<file path="src/rtl/clock_period_monitor.sv">
// Measures high/low run lengths of a root-synchronous clock-like signal, checks them against
// expected values with a tolerance, counts completed periods and flags a stalled signal.
module clock_period_monitor #(
    parameter int unsigned W           = 16,
    parameter int unsigned SYNC_STAGES = 0
) (
    input  logic          i_rootClk,
    input  logic          i_arst_n,
    input  logic          i_mon,
    input  logic [W-1:0]  i_expHi,
    input  logic [W-1:0]  i_expLo,
    input  logic [W-1:0]  i_tolerance,
    input  logic [W-1:0]  i_timeout,
    input  logic          i_clear,
    output logic [W-1:0]  o_periodHi,
    output logic [W-1:0]  o_periodLo,
    output logic          o_valid,
    output logic [31:0]   o_periods,
    output logic          o_errHi,
    output logic          o_errLo,
    output logic          o_stuck
);

    typedef enum logic [1:0] {StSeek, StHigh, StLow} state_e;

    state_e        state;
    logic          monS;
    logic          prevQ;
    logic          rise;
    logic          fall;
    logic          edgeDet;
    logic [W-1:0]  runCntQ;
    logic [W-1:0]  runCntD;
    logic          firedQ;
    logic          timeoutHit;
    logic          hiViol;
    logic          loViol;

    if (SYNC_STAGES == 0) begin : gNoSync
        assign monS = i_mon;
    end else begin : gSync
        logic [SYNC_STAGES-1:0] syncQ;
        always_ff @(posedge i_rootClk or negedge i_arst_n) begin
            if (!i_arst_n) begin
                syncQ <= '0;
            end else begin
                syncQ[0] <= i_mon;
                for (int i = 1; i < SYNC_STAGES; i++) begin
                    syncQ[i] <= syncQ[i-1];
                end
            end
        end
        assign monS = syncQ[SYNC_STAGES-1];
    end

    function automatic logic [W:0] absDiff(input logic [W-1:0] a, input logic [W-1:0] b);
        return (a >= b) ? ({1'b0, a} - {1'b0, b}) : ({1'b0, b} - {1'b0, a});
    endfunction

    assign rise    = monS & ~prevQ;
    assign fall    = ~monS & prevQ;
    assign edgeDet = rise | fall;

    // firedQ keeps a saturated counter from re-triggering the stall flag every cycle
    assign timeoutHit = (i_timeout != '0) && (runCntQ == i_timeout) && !firedQ;
    assign hiViol     = absDiff(runCntQ, i_expHi) > {1'b0, i_tolerance};
    assign loViol     = absDiff(runCntQ, i_expLo) > {1'b0, i_tolerance};

    always_comb begin
        runCntD = runCntQ;
        if (edgeDet) begin
            runCntD = '0;
        end else if (runCntQ != '1) begin
            runCntD = runCntQ + 1'b1;
        end
    end

    always_ff @(posedge i_rootClk or negedge i_arst_n) begin
        if (!i_arst_n) begin
            prevQ   <= 1'b0;
            runCntQ <= '0;
            firedQ  <= 1'b0;
        end else begin
            prevQ   <= monS;
            runCntQ <= runCntD;
            firedQ  <= edgeDet ? 1'b0 : (firedQ | timeoutHit);
        end
    end

    always_ff @(posedge i_rootClk or negedge i_arst_n) begin
        if (!i_arst_n) begin
            state      <= StSeek;
            o_periodHi <= '0;
            o_periodLo <= '0;
            o_valid    <= 1'b0;
            o_periods  <= '0;
            o_errHi    <= 1'b0;
            o_errLo    <= 1'b0;
            o_stuck    <= 1'b0;
        end else begin
            o_valid <= 1'b0;
            if (i_clear) begin
                o_errHi   <= 1'b0;
                o_errLo   <= 1'b0;
                o_stuck   <= 1'b0;
                o_periods <= '0;
            end
            // Set conditions below are later assignments, so they win over a same-cycle clear
            if (timeoutHit) begin
                o_stuck <= 1'b1;
                state   <= StSeek;
            end else begin
                unique case (state)
                    StSeek: begin
                        if (rise) state <= StHigh;
                    end
                    StHigh: begin
                        if (fall) begin
                            o_periodHi <= runCntQ;
                            if (hiViol) o_errHi <= 1'b1;
                            state <= StLow;
                        end
                    end
                    StLow: begin
                        if (rise) begin
                            o_periodLo <= runCntQ;
                            if (loViol) o_errLo <= 1'b1;
                            o_valid <= 1'b1;
                            if (i_clear) begin
                                o_periods <= 32'd1;
                            end else if (o_periods != '1) begin
                                o_periods <= o_periods + 32'd1;
                            end
                            state <= StHigh;
                        end
                    end
                    default: state <= StSeek;
                endcase
            end
        end
    end

endmodule

</file>
<file path="config.mk">
export PLATFORM = sky130hd
export DESIGN_NAME = clock_period_monitor
export DESIGN_NICKNAME = d
export VERILOG_FILES = /design/src/rtl/clock_period_monitor.sv
export SDC_FILE = /design/constraint.sdc
export NUM_CORES = 1
export LEC_CHECK = 0
export ABC_AREA = 1
export BUFFER_PORTS_ARGS = -buffer_cell sky130_fd_sc_hd__buf_2
export CAP_MARGIN = 20
export CORE_UTILIZATION = 64
export CTS_CLUSTER_DIAMETER = 60
export CTS_CLUSTER_SIZE = 12
export DETAILED_ROUTE_END_ITERATION = 10
export PLACE_DENSITY = 0.87
export SLEW_MARGIN = 30
export SYNTH_ARGS = -nofsm -noshare
export SYNTH_HDL_FRONTEND = slang
export SYNTH_SLANG_ARGS = --single-unit
</file>
<file path="constraint.sdc">
create_clock -name i_rootClk -period 5.7 [get_ports i_rootClk]
set_input_delay 0.285 -clock i_rootClk [delete_from_list [all_inputs] [get_ports i_rootClk]]
set_output_delay 0.285 -clock i_rootClk [all_outputs]
set_load 0.02 [all_outputs]
</file>
==> results.md <==
- Netlist cell types: 44
- Total of max-cap violations: 0
- Vias in the first global route: 9510
- Initial DRT Pass Iterations: 7
- Met3 usage: 7.70%
- Switching part of the total: 36.8%
- Comb pwr share: a little under a third
- Worst setup endpoint: o_errLo
- Largest stage delay, worst path: 0.51 ns
- Internal power: around 0.0012 W
- Initial antenna violation count: 1
- Cell Pwr Density: 182 nW/um^2
- Most frequent cells in the layout: nand2_1 (482), inv_1 (239), nor2_1 (154)
- WL/cell: 16.3 microns
- Worst hold start: i_mon
- DR vias/cell: 5.65
- Starting DRT DRC Count: 837
- DRC viols: 0
- Flop pwr share: 36.0%
- Die area: 15200 sq um
- Post-DP HPWL: 23.7 mm
- Routability cong.: 1.03
- CORE AREA: 14500 sq um
- Final #Nets: 1800
- Sequential cell area fraction in the yosys report: 23.3%
- F_max: ~0.23 GHz
- CTS tree: yes
- Req. time, crit path: 5.94 ns
- Clk slew on worst S/H paths: 0.06 ns
- Num rows: 44
- Max FO, Critical Path: 20
- Num CTS Buffers: 9
- Most used cell, CP: nand2_1
- Largest net degree at the start of global routing: between 50 and 60
- Busiest grt layer: met2
- Met1 Usage GRT: 48.2%
- Critical Path Start: runCntQ[2]
- Static leakage: around 6.0 nW
- Final setup fails: 0
- Count of final max-slew check failures: 0
- Cells after synthesis: 1509
- Total wire length: 29.7 mm
- H-tree levels: 3
- Final Skew: 0.0118 ns
- Worst R2R End: o_errLo
- Setup Total Neg Slack: 0 ns
- Total of warnings raised by yosys: 0
- Initial Utilization: 65.2%
- Layout cells sized above 1: 10.5%
- Critical Path End Type: flop
- Post-Syn Area: 9440 sq um
- FF-to-FF setup slack: 1.28 ns
- Data arrival time of the worst path: 4.66 ns
- GRT Residual Overflow: 0
- Final hold viol count: 0
- VDD IR-drop max: 0.205 mV
- Avg Synthesized Cell Area: 6.26 sq um
- FILL cells: between 1000 and 1500
- Clock Tree Buf Depth: 2
- Tot GR Track Use: 39.4%
- Die Width: 123 microns
- Vias: between 10000 and 15000
- CP max stage cell: dfrtp_1
- Most used DFF post-synth: dfrtp_1
- CP Class: flop to flop
- EDFF count, synth: 0
- Outcome: finished clean
- Worst slew pin tran: 0.906 ns
- Sink Count: 88
- First-pass GRT wire length: about 46 mm
- Final core utilization: 72.7%
- Top Ports: 136
- Reg2reg start: runCntQ[2]
- Synth-to-layout area growth: 11.4%
- RSZ-0062 raised after global routing: no
- Design Power: around 0.0019 W
- Worst Hold Class: input port to flop
- Most common cell after layout, fill and taps aside: nand2_1
- Asr flop ratio synth: 100%
- Sw Pwr: 0.000706 W
- GRT met2 Usage: 66.2%
- Clock power frac: approximately a third
- PortBufs: 135
- Final antenna-violating net count: 0
- Fin crit period: between 4 and 5 ns
- Worst Setup Start Kind: flop
- Reg2reg path depth: 29
- Post-route clock period utilization: 77.6%
- Clock latency on the worst-skew pair: around 0.35 ns
- Die Ht: 123 microns
- Synth Register Bits: 88
- CTS root buf: clkbuf_16
- Setup Buffers After CTS: 0
- Slew margin rel.: 39.6%
- Mapped Nets: approximately 1700
-- power groups by stage --
| stage | Clock [W] | Sequential [W] | Combinational [W] |
|---|---|---|---|
| floorplan | 0 | 0.000727 | 0.000370 |
| global placement | 0 | 0.000699 | 0.000576 |
| detailed placement | 0 | 0.000701 | 0.000588 |
| CTS | 0.000622 | 0.000690 | 0.000593 |
| global route | 0.000643 | 0.000694 | 0.000683 |
| finish | 0.000622 | 0.000690 | 0.000605 |
-- critical path: cells and delay by family, from the launching register on --
kind                       cells  cell delay (ns)
buffers and inverters          3             0.48
and+or+nand+nor               22             2.11
DFF                            1             0.51
adders and majority gates      2             0.75
AOI/OAI and AO/OA              2             0.45
-- per-layer routing --
metal | wire [microns] | share of wire [%] | vias to the layer above
li1 | - | - | 5003
met1 | 11800 | 40 | 4668
met2 | 13900 | 47 | 500
met3 | 2510 | 8.5 | 107
met4 | 1380 | 4.7 | 0
met5 | 0 | 0 | -
-- flip-flops by register name, indices dropped and copies added, names as in the netlist --
register    cells
firedQ          1
state           2
o_valid         1
o_errLo         1
o_periodLo     16
o_errHi         1
o_periodHi     16
runCntQ        16
o_stuck         1
o_periods      32
prevQ           1
-- cells in the mapped netlist (6+ instances only) --
master      n  area (sq um)
nand3_1    74           370
a21o_1     10          75.1
nor2_1    154           578
o21ai_0    87           435
ha_1      100          1250
o21a_1      8          60.1
nor3_1     12          60.1
nand2_1   482          1810
buf_4       6          45.0
nand4_1    19           119
nor4_1      7          43.8
xnor2_1     8          70.1
o21bai_1   13          97.6
dfrtp_1    88          2200
buf_2      18          90.1
inv_1     239           897
xor2_1     37           324
a21oi_1    87           435
-- how the worst min path moves through the flow --
stage	to	cells past startpoint
floorplan	firedQ	0
global placement	o_periods[29]	1
detailed placement	o_periods[23]	1
CTS	prevQ	1
global route	prevQ	1
finish	prevQ	1
-- area by class of cell --
type	count	area (sq um)	area share, %
multi-input combinational	1147	6160	58.6
sequential	88	2200	20.9
inverter	244	917	8.72
clock inverter	6	75.1	0.714
tap	184	230	2.19
antenna	1	2.50	0.0238
timing repair buffer	138	703	6.68
clock buffer	10	229	2.18
-- through the flow --
| step | setup WS, ns | area (sq um) | hold slack (ns) | instances |
|---|---|---|---|---|
| 2_1_floorplan | 2.54 | 9440 | -0.0106 | 1509 |
| 3_3_place_gp | 1.42 | 10200 | 0.246 | 1800 |
| 3_5_place_dp | 1.40 | 10200 | 0.250 | 1800 |
| 4_1_cts | 1.38 | 10500 | 0.0663 | 1817 |
| 5_1_grt | 0.849 | 10500 | 0.0810 | 1818 |
| 6_report | 1.28 | 10500 | 0.0745 | 1818 |
-- logic make-up after synthesis --
| family | synth area share, % |
|---|---|
| simple gates | 33.7 |
| buf+inv | 11.4 |
| compound gates | 13.3 |
| fa+ha+maj | 14.1 |
| flops | 23.3 |
| xor+xnor | 4.17 |
-- what timing repair did --
item	4_1_cts	5_1_grt
gates resized for setup	0	0
hold endpoints to repair	31	0
hold buffers	1	0
No activity file was read; power rests on OpenSTA's default activity.
